<file path="src/rtl/proc_isa_pkg.sv">
`default_nettype none
// +-----------------------------------------------------------------------------+
// | Module   : proc_isa_pkg                                                     |
// | Brief    : Opcodes, ALU function codes and control-FSM state encoding for   |
// |            the 8-opcode bus-based processor.                                |
// | Revision : 1.0 - initial release                                            |
// +-----------------------------------------------------------------------------+
package proc_isa_pkg;

    localparam logic [2:0] OP_MV   = 3'b000;
    localparam logic [2:0] OP_MVI  = 3'b001;
    localparam logic [2:0] OP_ADD  = 3'b010;
    localparam logic [2:0] OP_SUB  = 3'b011;
    localparam logic [2:0] OP_LD   = 3'b100;
    localparam logic [2:0] OP_ST   = 3'b101;
    localparam logic [2:0] OP_MVNZ = 3'b110;
    localparam logic [2:0] OP_AND  = 3'b111;

    localparam logic [1:0] ALU_ADD = 2'b00;
    localparam logic [1:0] ALU_SUB = 2'b01;
    localparam logic [1:0] ALU_AND = 2'b10;

    typedef enum logic [2:0] {
        T0 = 3'd0,
        T1 = 3'd1,
        T2 = 3'd2,
        TW = 3'd3,
        T3 = 3'd4
    } state_t;

endpackage
`default_nettype wire

</file>
<file path="src/rtl/reg_onehot_dec.sv">
`default_nettype none
// +-----------------------------------------------------------------------------+
// | Module   : reg_onehot_dec                                                   |
// | Brief    : Register-index to one-hot enable decoder with global enable.     |
// | Revision : 1.0 - initial release                                            |
// +-----------------------------------------------------------------------------+
module reg_onehot_dec #(
    parameter  int REG_BITS = 3,
    localparam int NREG     = 2**REG_BITS
) (
    input  logic [REG_BITS-1:0] idx,
    input  logic                en,
    output logic [NREG-1:0]     onehot
);

    // Each bit compares against its own index, so at most one bit is ever set.
    genvar k;
    generate
        for (k = 0; k < NREG; k++) begin : g_bit
            assign onehot[k] = en && (idx == REG_BITS'(k));
        end
    endgenerate

endmodule
`default_nettype wire

</file>
<file path="src/rtl/proc_control_unit_gen.sv">
`default_nettype none
// +-----------------------------------------------------------------------------+
// | Module   : proc_control_unit_gen                                            |
// | Brief    : Control FSM for the bus-based processor: 8 opcodes, NREG         |
// |            registers with one-hot selects, ld with MEM_WAIT wait cycles.    |
// | Revision : 1.0 - initial release                                            |
// +-----------------------------------------------------------------------------+
module proc_control_unit_gen
    import proc_isa_pkg::*;
#(
    parameter  int REG_BITS = 3,
    parameter  int MEM_WAIT = 1,
    localparam int NREG     = 2**REG_BITS,
    localparam int IR_W     = 3 + 2*REG_BITS
) (
    input  logic            Clock,
    input  logic            Resetn,
    input  logic            Run,
    input  logic [IR_W-1:0] IR,
    input  logic            G_nz,
    output logic            Done,
    output logic            IR_in,
    output logic            A_in,
    output logic            G_in,
    output logic            G_out,
    output logic            DIN_out,
    output logic [1:0]      alu_op,
    output logic            ADDR_in,
    output logic            DOUT_in,
    output logic            W_D,
    output logic [NREG-1:0] R_in,
    output logic [NREG-1:0] R_out
);

    // TW is entered with MEM_WAIT-1 loaded and left when the count hits zero,
    // giving exactly MEM_WAIT cycles in TW.
    localparam logic [3:0] c_WAIT_LOAD = (MEM_WAIT > 0) ? 4'(MEM_WAIT - 1) : 4'd0;

    state_t                r_state;
    state_t                w_next;
    logic   [3:0]          r_wait_cnt;
    logic   [2:0]          w_op;
    logic   [REG_BITS-1:0] w_x;
    logic   [REG_BITS-1:0] w_y;
    logic                  w_rin_en;
    logic   [REG_BITS-1:0] w_rin_idx;
    logic                  w_rout_en;
    logic   [REG_BITS-1:0] w_rout_idx;

    assign w_op = IR[IR_W-1:IR_W-3];
    assign w_x  = IR[2*REG_BITS-1:REG_BITS];
    assign w_y  = IR[REG_BITS-1:0];

    // State register; asynchronous reset returns immediately to T0.
    always_ff @(posedge Clock or negedge Resetn) begin
        if (!Resetn) r_state <= T0;
        else         r_state <= w_next;
    end

    // Memory wait counter: loaded on the T2->TW transition, counts down in TW.
    always_ff @(posedge Clock or negedge Resetn) begin
        if (!Resetn)                                 r_wait_cnt <= 4'd0;
        else if (r_state == T2 && w_next == TW)      r_wait_cnt <= c_WAIT_LOAD;
        else if (r_state == TW && r_wait_cnt != 4'd0) r_wait_cnt <= r_wait_cnt - 4'd1;
    end

    // Next-state and control decode from state, opcode and G_nz.
    always_comb begin
        w_next     = r_state;
        Done       = 1'b0;
        IR_in      = 1'b0;
        A_in       = 1'b0;
        G_in       = 1'b0;
        G_out      = 1'b0;
        DIN_out    = 1'b0;
        alu_op     = ALU_ADD;
        ADDR_in    = 1'b0;
        DOUT_in    = 1'b0;
        W_D        = 1'b0;
        w_rin_en   = 1'b0;
        w_rin_idx  = w_x;
        w_rout_en  = 1'b0;
        w_rout_idx = w_y;
        case (r_state)
            T0: begin
                IR_in = 1'b1;
                if (Run) w_next = T1;
            end
            T1: begin
                case (w_op)
                    OP_MV, OP_MVNZ: begin
                        if (w_op == OP_MV || G_nz) begin
                            w_rout_en = 1'b1;
                            w_rin_en  = 1'b1;
                        end
                        Done   = 1'b1;
                        w_next = T0;
                    end
                    OP_MVI: begin
                        DIN_out  = 1'b1;
                        w_rin_en = 1'b1;
                        Done     = 1'b1;
                        w_next   = T0;
                    end
                    OP_ADD, OP_SUB, OP_AND: begin
                        w_rout_idx = w_x;
                        w_rout_en  = 1'b1;
                        A_in       = 1'b1;
                        w_next     = T2;
                    end
                    default: begin
                        // ld / st: Y holds the address
                        w_rout_en = 1'b1;
                        ADDR_in   = 1'b1;
                        w_next    = T2;
                    end
                endcase
            end
            T2: begin
                case (w_op)
                    OP_ADD, OP_SUB, OP_AND: begin
                        w_rout_en = 1'b1;
                        G_in      = 1'b1;
                        alu_op    = (w_op == OP_ADD) ? ALU_ADD :
                                    (w_op == OP_SUB) ? ALU_SUB : ALU_AND;
                        w_next    = T3;
                    end
                    OP_ST: begin
                        w_rout_idx = w_x;
                        w_rout_en  = 1'b1;
                        DOUT_in    = 1'b1;
                        W_D        = 1'b1;
                        Done       = 1'b1;
                        w_next     = T0;
                    end
                    OP_LD: begin
                        w_next = (MEM_WAIT > 0) ? TW : T3;
                    end
                    default: w_next = T0;
                endcase
            end
            TW: begin
                if (r_wait_cnt == 4'd0) w_next = T3;
            end
            T3: begin
                if (w_op == OP_LD) DIN_out = 1'b1;
                else               G_out   = 1'b1;
                w_rin_en = 1'b1;
                Done     = 1'b1;
                w_next   = T0;
            end
            default: w_next = T0;
        endcase
    end

    reg_onehot_dec #(.REG_BITS(REG_BITS)) u_rin_dec (
        .idx    (w_rin_idx),
        .en     (w_rin_en),
        .onehot (R_in)
    );

    reg_onehot_dec #(.REG_BITS(REG_BITS)) u_rout_dec (
        .idx    (w_rout_idx),
        .en     (w_rout_en),
        .onehot (R_out)
    );

endmodule
`default_nettype wire

</file>
<file path="config.mk">
export PLATFORM = sky130hd
export DESIGN_NAME = proc_control_unit_gen
export DESIGN_NICKNAME = d
export VERILOG_FILES = /design/src/rtl/proc_isa_pkg.sv /design/src/rtl/reg_onehot_dec.sv /design/src/rtl/proc_control_unit_gen.sv
export SDC_FILE = /design/constraint.sdc
export NUM_CORES = 1
export LEC_CHECK = 0
export ABC_CLOCK_PERIOD_IN_PS = 4700
export BUFFER_PORTS_ARGS = -buffer_cell sky130_fd_sc_hd__buf_2
export CAP_MARGIN = 10
export CORE_MARGIN = 4
export CORE_UTILIZATION = 49
export DETAILED_ROUTE_END_ITERATION = 8
export GPL_ROUTABILITY_DRIVEN = 1
export MAX_ROUTING_LAYER = met4
export PLACE_DENSITY = 0.93
export SYNTH_ARGS = -nofsm -noshare
export SYNTH_HDL_FRONTEND = slang
export SYNTH_HIERARCHICAL = 1
export SYNTH_SLANG_ARGS = --single-unit
</file>
<file path="constraint.sdc">
create_clock -name Clock -period 4.7 [get_ports Clock]
set_clock_uncertainty 0.05 [all_clocks]
set_input_delay 0.47 -clock Clock [delete_from_list [all_inputs] [get_ports Clock]]
set_output_delay 0.47 -clock Clock [all_outputs]
set_load 0.05 [all_outputs]
</file>
==> results of run 1 <==
[per-layer routing]
metal  GRT usage  share of wire  vias to the layer above
met5           -              0                        -
met4     0.05530         0.0061                        0
met3     0.06024          0.045                        4
met2      0.3678           0.56                       31
met1      0.2099           0.39                      433
li1            -              -                      458
[registers in the layout, summed over array words and instances, names as in the netlist]
register,flops
r_wait_cnt,4
r_state,3
[worst reg2reg max path, delay by kind of cell, from the launching register on]
kind	cells	cell delay, ps
buffers and inverters	1	90
multiplexers	1	380
AO/OA/AOI/OAI	1	340
adder cells (fa/ha/maj)	1	220
flip-flops	1	370
AND/OR/NAND/NOR	2	180
[synthesized netlist by cell type]
cell	number	area, um2
a21oi_1	6	30.03
a31oi_1	2	12.51
and3b_1	1	8.760
and4_2	2	20.02
and4b_2	6	67.56
and4bb_2	6	75.07
buf_2	2	10.01
buf_4	1	7.510
clkbuf_1	2	7.510
dfrtp_1	7	175.2
ha_1	1	12.51
inv_1	8	30.03
mux2_1	3	33.78
mux2_2	1	11.26
nand2_1	8	30.03
nand2b_1	5	31.28
nand3_1	1	5.000
nand3b_1	1	7.510
nand4_1	1	6.260
nand4b_1	1	8.760
nand4bb_1	1	11.26
nor2_1	14	52.55
nor3_1	3	15.01
nor3b_2	2	25.02
nor4b_2	2	30.03
o211a_1	1	10.01
o211ai_1	2	15.01
o21a_1	1	7.510
o21ai_0	1	5.000
o21ai_1	1	5.000
o22ai_1	2	12.51
o22ai_4	1	20.02
o31ai_1	2	15.01
o32ai_1	1	8.760
or3b_4	1	11.26
xnor2_1	1	8.760
xor2_1	1	8.760
[power groups by stage]
stage	combinational (mW)	clock, mW	sequential [mW]
after floorplan	0.262	0	0.109
after global placement	0.306	0	0.118
after detailed placement	0.320	0	0.119
after CTS	0.322	0.0570	0.118
after global routing	0.347	0.0619	0.124
final	0.321	0.0563	0.119
[worst max path at each step]
stage / startpoint / slack (ps) / depth (start not counted) / endpoint
2_1_floorplan: r_state[2] / 1680 / 6 / R_out[0]
3_3_place_gp: IR[7] / 2030 / 6 / R_out[0]
3_5_place_dp: IR[7] / 1980 / 6 / R_out[4]
4_1_cts: r_state[2] / 1720 / 6 / R_out[4]
5_1_grt: r_state[2] / 1550 / 6 / R_out[0]
6_report: r_state[2] / 1730 / 6 / R_out[0]
[cells in the final DEF, fill, tap and decap left out, types with 3 or more instances in the layout]
cell and instances:
buf_2 39, nor2_1 14, nand2_1 8, inv_1 8
dfrtp_1 7, a21oi_1 6, and4b_2 6, and4bb_2 6
nand2b_1 5, mux2_1 3, nor3_1 3, clkbuf_4 3
[cell type report]
class	count	area, um2
Inverter	8	30.03
Sequential cell	7	175.2
Tap cell	16	20.02
Multi-Input combinational cell	82	621.8
Clock buffer	4	26.28
Fill cell	123	498.0
Timing Repair Buffer	40	205.2
[cells by family (layout without fill, tap and decap cells)]
kind of cell | after synthesis | in the layout | synth area share
AND/OR/NAND/NOR | 55 | 55 | 0.4758
AO/OA/AOI/OAI | 20 | 20 | 0.1659
buffers and inverters | 13 | 52 | 0.06462
flip-flops | 7 | 7 | 0.2056
multiplexers | 4 | 4 | 0.05286
XOR/XNOR | 2 | 2 | 0.02056
adder cells (fa/ha/maj) | 1 | 1 | 0.01468
[metrics by stage]
step	hold WS, ps	power (mW)	util	cells	area [um2]
floorplan	124.4	0.3711	-	102	852.1
global placement	254.5	0.4233	0.6611	152	1042
detailed placement	262.3	0.4389	0.6611	152	1042
CTS	420.5	0.4972	0.6841	157	1079
global route	425.0	0.5328	0.6841	157	1079
finish	418.7	0.4962	0.6841	157	1079
[what timing repair did]
item / CTS / global route
endpoints found under the hold margin: 7 / 0
setup endpoints to repair: 0 / 0
hold buffers: 1 / 0
==> results.cfg, run 1 <==
[layout]
drive_above_1_share = 0.4468
fin_nets = 156
n_antenna_cell = 0
areaGrowthSynthToFinish_pct = 26.58

[placed_design]
gp_congestion = 0.8739
io_buffers = 39
dp_hpwl_um = 1805
preCtsSetupSlack_ps = 1976

[worst_setup_path]
start_kind = register
r2r_cells = 6
reg2reg_to = r_wait_cnt[1]
crit_buf_inv = 1
critPathMaxStageDelay_ps = 480
cp.arrival_ps = 2450
r2r-start = r_wait_cnt[0]
worstPathCellList = nor3b_2 > nand2_1 > o22ai_4 > mux2_1 > nor4b_2 > buf_2
crit_fanout = 10
critPathKind = register to output pin
cp_top_family = simple AND/OR/NAND/NOR gates
endpoint_kind = output pin
reg2reg_setup_slack_ps = 3010
required_ps = 4180
crit_slowest_cell = dfrtp_1

[power]
comb_power_share = 0.647
switching_share = 0.5408
p_per_area_mw_per_mm2 = 460.1
clkPwrFrac = 0.114
switchingPower_mw = 0.2683
peakVddDrop_mv = 0.4235
seq_power_share = 0.240
intPower_mw = 0.2278
p_leak_nw = 0.5461

[sta]
finalMaxSlewViolations = 0
tns_ps = 0
rsz0062_at_grt = false
setup_violations = 0
period_minus_slack_ps = 2969
worst-slew-pin-transition_ps = 478.5
max-slew-margin-rel = 0.6810
fmax_ghz = 0.3368
fin_ws_ps = 1731
period_share = 0.6318
hold_viol = 0

[clock_network]
cts_tree = done
cts_setup_buffers = 0
path_clk_slew_ps = 60
clkSinkCount = 7
clock_latency_ps = 260
cts_max_path_buffers = 2
cts_buffers = 3
cts-root-buf = clkbuf_4
cts_max_level = 1
cts_resized = 0

[synthesis]
syn_nets = 116
ys_types = 37
seq_area_frac_synth = 0.2056
syn_area_per_cell_um2 = 8.354
ys_warn_count = 6
syn_inst = 102
netlist_area_um2 = 852.1
ys_ff_latch = 7

[detailed_routing]
routed_via_density = 5.898
num_vias = 926
ant_nets = 0
wl_per_cell_um = 14.56
drt_iter0_markers = 16
routed_wl_um = 2286
route.detailed.drc = 0
firstDrtPassIters = 4

[global_routing]
grt_pass1_wl_um = 3891
grt_pass1_vias = 904
grt_max_degree = 12
grt_antenna_before_repair = 0
grt_use_total = 0.2025
grt-ovfl-total = 0

[hold_path]
min_to = r_state[0]
hold-path-cell-count = 3
hold_path_startpoint = Run
hp-class = input pin to register

[floorplanning]
ios = 40
die_y_um = 49.70
rows = 14
core_mm2 = 0.001577
fp.dieW_um = 49.70
die_area_mm2 = 0.002470
start_util = 0.5405

[run_status]
status = completed

[job]
maxCapViolCount = 0
No activity file was read; power rests on OpenSTA's default activity.
==> inputs of run 2 (changes only) <==
- ABC_CLOCK_PERIOD_IN_PS: 4700 -> 2480
- CORE_UTILIZATION: 49 -> 41
- PLACE_DENSITY: 0.93 -> 0.84
- clock period: 4.7 -> 2.48 ns (I/O delays scaled with it)
==> run 2 against run 1 <==
  * Setup slack lost 1700 ps
  * Clock power increased by 83%
  * Core utilization shrank 6.6 points
  * Global-route usage down 3.4 points
  * Routed wire length rose by 2.8%
==> results.cfg, run 2 (synthesized netlist as in run 1, its figures left out) <==
[clock_network]
cts_buffers = 3
clock_latency_ps = 250
cts_max_level = 1
cts-root-buf = clkbuf_4
clkSinkCount = 7
cts_tree = done
path_clk_slew_ps = 50
cts_max_path_buffers = 2

[placed_design]
preCtsSetupSlack_ps = 117.6
dp_hpwl_um = 1743
dp.cells = 167
io_buffers = 39
gp_congestion = 0.8562

[global_routing]
grt_pass1_vias = 826
grt_pass1_wl_um = 3560
grt_antenna_before_repair = 0
grt_use_total = 0.1689
grt_max_degree = 12
grt-ovfl-total = 0

[detailed_routing]
ant_nets = 0
num_vias = 934
route.detailed.drc = 0
firstDrtPassIters = 4
wl_per_cell_um = 13.50
drt_iter0_markers = 16
routed_wl_um = 2349
routed_via_density = 5.368

[floorplanning]
die_y_um = 53.59
fp.dieW_um = 53.59
rows = 16
die_area_mm2 = 0.002871
ios = 40
core_mm2 = 0.001962
start_util = 0.4343

[layout]
final_cell_mix = buf_2 (31), nor2_1 (13), nand2_1 (8), inv_1 (8), buf_4 (7)
layout_commonest_cell = buf_2
drive_above_1_share = 0.5102
areaGrowthSynthToFinish_pct = 42.29
largest_registers = r_wait_cnt x4, r_state x3
largest_register_ffs = 4
fin_nets = 162
largest-register = r_wait_cnt
n_antenna_cell = 0
instances_no_fill = 174

[power]
total_power_mw = 1.034
p_leak_nw = 0.5911
peakVddDrop_mv = 0.6096
p_per_area_mw_per_mm2 = 853.2

[sta]
period_minus_slack_ps = 2437
finalMaxSlewViolations = 0
fin_ws_ps = 42.87
worst-slew-pin-transition_ps = 456.9
period_share = 0.9827
worst_hold_slack_ps = 205.8
hold_viol = 0
fmax_ghz = 0.4103
setup_violations = 0
rsz0062_at_grt = true
max-slew-margin-rel = 0.6954

[worst_setup_path]
cp.arrival_ps = 2140
critPathKind = register to output pin
crit_fanout = 8
start_kind = register
reg2reg_setup_slack_ps = 800
endpoint_kind = output pin
required_ps = 2180

[run_status]
status = completed

[job]
maxCapViolCount = 0

[hold_path]
hp-class = input pin to register
[run 2: critical path, stage by stage (launching register included)]
cell	delay, ps
dfrtp_2	440
or3b_4	420
o22ai_4	170
mux2_4	370
nor4b_4	280
buf_6	190
[run 2: path summary, 6_finish.rpt]
path / startpoint / to / cells past startpoint
worst min-delay path: Run / r_state[0] / 3
worst min register to register: r_wait_cnt[3] / r_state[2] / 1
worst max register to register: r_wait_cnt[0] / r_wait_cnt[1] / 6
min in group asynchronous: Resetn / r_wait_cnt[1] / 2
max in group asynchronous: Resetn / r_state[1] / 2
worst max-delay path: r_state[1] / R_out[0] / 5
[run 2: timing repair]
action / in CTS / in global routing
buffers inserted: 0 / 2
hold endpoints to repair: 7 / 0
endpoints found under the setup margin: 8 / 8
pin swaps: 1 / 1
hold buffers: 1 / 0
resized for setup: 15 / 7
[run 2: area by class of cell]
type	count	area, um2
timing repair buffer	46	292.8
inverter	8	30.03
fill	170	749.5
tap	27	33.78
sequential	7	176.4
multi-input combinational	82	653.1
clock buffer	4	26.28
[run 2: per-layer routing]
metal | wire, um | global-route usage | vias to the layer above
li1 | - | - | 471
met3 | 113 | 0.02493 | 0
met5 | 0 | - | -
met4 | 0 | 0.02553 | 0
met1 | 1074 | 0.2305 | 439
met2 | 1161 | 0.2694 | 24
[run 2: metrics by stage]
step                      utilization  instance area (um2)  TNS, ps
after detailed placement       0.5580                 1095        0
after global routing           0.6180                 1212   -34.76
after floorplan                     -                860.8        0
after global placement         0.5580                 1095        0
final                          0.6180                 1212        0
after CTS                      0.5976                 1172        0
[run 2: report_power, final]
part,switching (mW),internal [mW]
Clock,0.0418,0.0614
Sequential,0.0512,0.165
Combinational,0.443,0.271
==> inputs of run 3 (changes only) <==
- RECOVER_POWER: default -> 25
==> run 3 against run 2 <==
  * Register-to-register slack barely moved
  * First-iteration DRC count fell by 19%
  * Maximum frequency rose by 0.16%
  * Highest routed layer unchanged
  * Largest cell class unchanged
  * Clock-buffer cell count did not move
==> results.cfg, run 3 (synthesized netlist as in run 1, its figures left out) <==
[worst_setup_path]
cp.arrival_ps = 2140
r2r_cells = 6
critPathMaxStageDelay_ps = 440
start_kind = register
critPathKind = register to output pin
worstPathCellList = or3b_4 > o22ai_4 > mux2_4 > nor4b_4 > buf_6
r2r-start = r_wait_cnt[0]
required_ps = 2180
endpoint_kind = output pin
reg2reg_setup_slack_ps = 790
crit_fanout = 8
reg2reg_to = r_wait_cnt[1]
crit_slowest_cell = dfrtp_2

[clock_network]
clkSinkCount = 7
path_clk_slew_ps = 50
clock_latency_ps = 250
cts_max_path_buffers = 2
cts_max_level = 1
cts-root-buf = clkbuf_4
cts_buffers = 3
cts_tree = done

[hold_path]
hp-class = input pin to register
hold_path_startpoint = Run
hold-path-cell-count = 3
min_to = r_state[0]

[sta]
worst-slew-pin-transition_ps = 442.9
rsz0062_at_grt = true
hold_viol = 0
setup_violations = 0
worst_hold_slack_ps = 207.8
finalMaxSlewViolations = 0
max-slew-margin-rel = 0.7047
fmax_ghz = 0.4110
period_share = 0.9811
period_minus_slack_ps = 2433

[layout]
areaGrowthSynthToFinish_pct = 42.14
largest_registers = r_wait_cnt x4, r_state x3
fin_nets = 162
largest-register = r_wait_cnt
drive_above_1_share = 0.5034
layout_commonest_cell = buf_2
nFillCells = 171
final_cell_mix = buf_2 (30), nor2_1 (13), nand2_1 (8), inv_1 (8), buf_4 (7)
largest_register_ffs = 4
seqCellArea_um2 = 176.4
multiInputGateArea_um2 = 653.1
n_antenna_cell = 0

[power]
intPower_mw = 0.4976
peakVddDrop_mv = 0.6048
clkPwrFrac = 0.099
total_power_mw = 1.032
seq_power_share = 0.210
comb_power_share = 0.692
p_leak_nw = 0.5883
switching_share = 0.5178
switchingPower_mw = 0.5343
p_per_area_mw_per_mm2 = 852.0

[global_routing]
grt_use_total = 0.1689
grt_max_degree = 12
grt-ovfl-total = 0
grt_pass1_vias = 826
grt_antenna_before_repair = 0
grt_pass1_wl_um = 3560

[detailed_routing]
routed_wl_um = 2320
routed_via_density = 5.408
ant_nets = 0
wl_per_cell_um = 13.33
drt_iter0_markers = 13
firstDrtPassIters = 4
route.detailed.drc = 0
num_vias = 941

[floorplanning]
rows = 16
fp.dieW_um = 53.59
die_y_um = 53.59
core_mm2 = 0.001962
die_area_mm2 = 0.002871
ios = 40
start_util = 0.4343

[job]
maxCapViolCount = 0

[placed_design]
io_buffers = 39
dp_hpwl_um = 1743
gp_congestion = 0.8562

[run_status]
status = completed
==> run 3: cell types whose count changed in the layout (fill, tap and decap cells not counted) <==
cell | previous run | this run
clkbuf_1 | 1 | 2
buf_2 | 31 | 30
==> run 3: cell type report <==
class	instances	share of cell area
timing repair buffer	46	0.2407
sequential	7	0.1457
inverter	8	0.02479
multi-input combinational	82	0.5393
clock buffer	4	0.02169
tap	27	0.02789
==> run 3: power groups by stage <==
stage / sequential (mW) / clock (mW) / combinational, mW
6_report: 0.217 / 0.102 / 0.714
3_5_place_dp: 0.216 / 0 / 0.650
4_1_cts: 0.216 / 0.104 / 0.674
2_1_floorplan: 0.206 / 0 / 0.506
3_3_place_gp: 0.213 / 0 / 0.624
5_1_grt: 0.227 / 0.115 / 0.771
==> run 3: routing by layer <==
metal | GRT usage | vias up | part of all wire
met2 | 0.2694 | 24 | 0.50
li1 | - | 472 | -
met5 | - | - | 0
met4 | 0.02553 | 0 | 0
met1 | 0.2305 | 445 | 0.45
met3 | 0.02493 | 0 | 0.051
==> run 3: critical path, delay by kind of cell, from the launching register on <==
| kind | cells | cell delay [ps] |
|---|---|---|
| AO/OA/AOI/OAI | 1 | 170 |
| buffers and inverters | 1 | 190 |
| flip-flops | 1 | 440 |
| multiplexers | 1 | 370 |
| AND/OR/NAND/NOR | 2 | 700 |
==> run 3: worst max path at each step <==
stage | startpoint | cells after the start | slack, ps | to
detailed placement | r_state[1] | 5 | 120 | R_out[4]
global placement | r_state[1] | 5 | 180 | R_out[2]
floorplan | r_state[2] | 6 | 7 | R_out[0]
finish | r_state[1] | 5 | 50 | R_out[0]
CTS | r_state[1] | 5 | 20 | R_out[0]
global route | r_state[1] | 5 | -20 | R_out[0]
==> run 3: metrics by stage <==
step | instances | cell area [um2] | utilization | worst slack, ps | TNS, ps
2_1_floorplan | 102 | 860.8 | - | 6.907 | 0
3_3_place_gp | 167 | 1095 | 0.5580 | 178.3 | 0
3_5_place_dp | 167 | 1095 | 0.5580 | 117.6 | 0
4_1_cts | 172 | 1172 | 0.5976 | 21.79 | 0
5_1_grt | 174 | 1211 | 0.6173 | -24.42 | -34.76
6_report | 174 | 1211 | 0.6173 | 46.83 | 0
==> run 3: what timing repair did <==
item	4_1_cts	5_1_grt
hold buffers	1	0
setup buffers	0	2
resized for setup	15	7
setup endpoints to repair	8	8
pin swaps	1	1
endpoints found under the hold margin	7	0
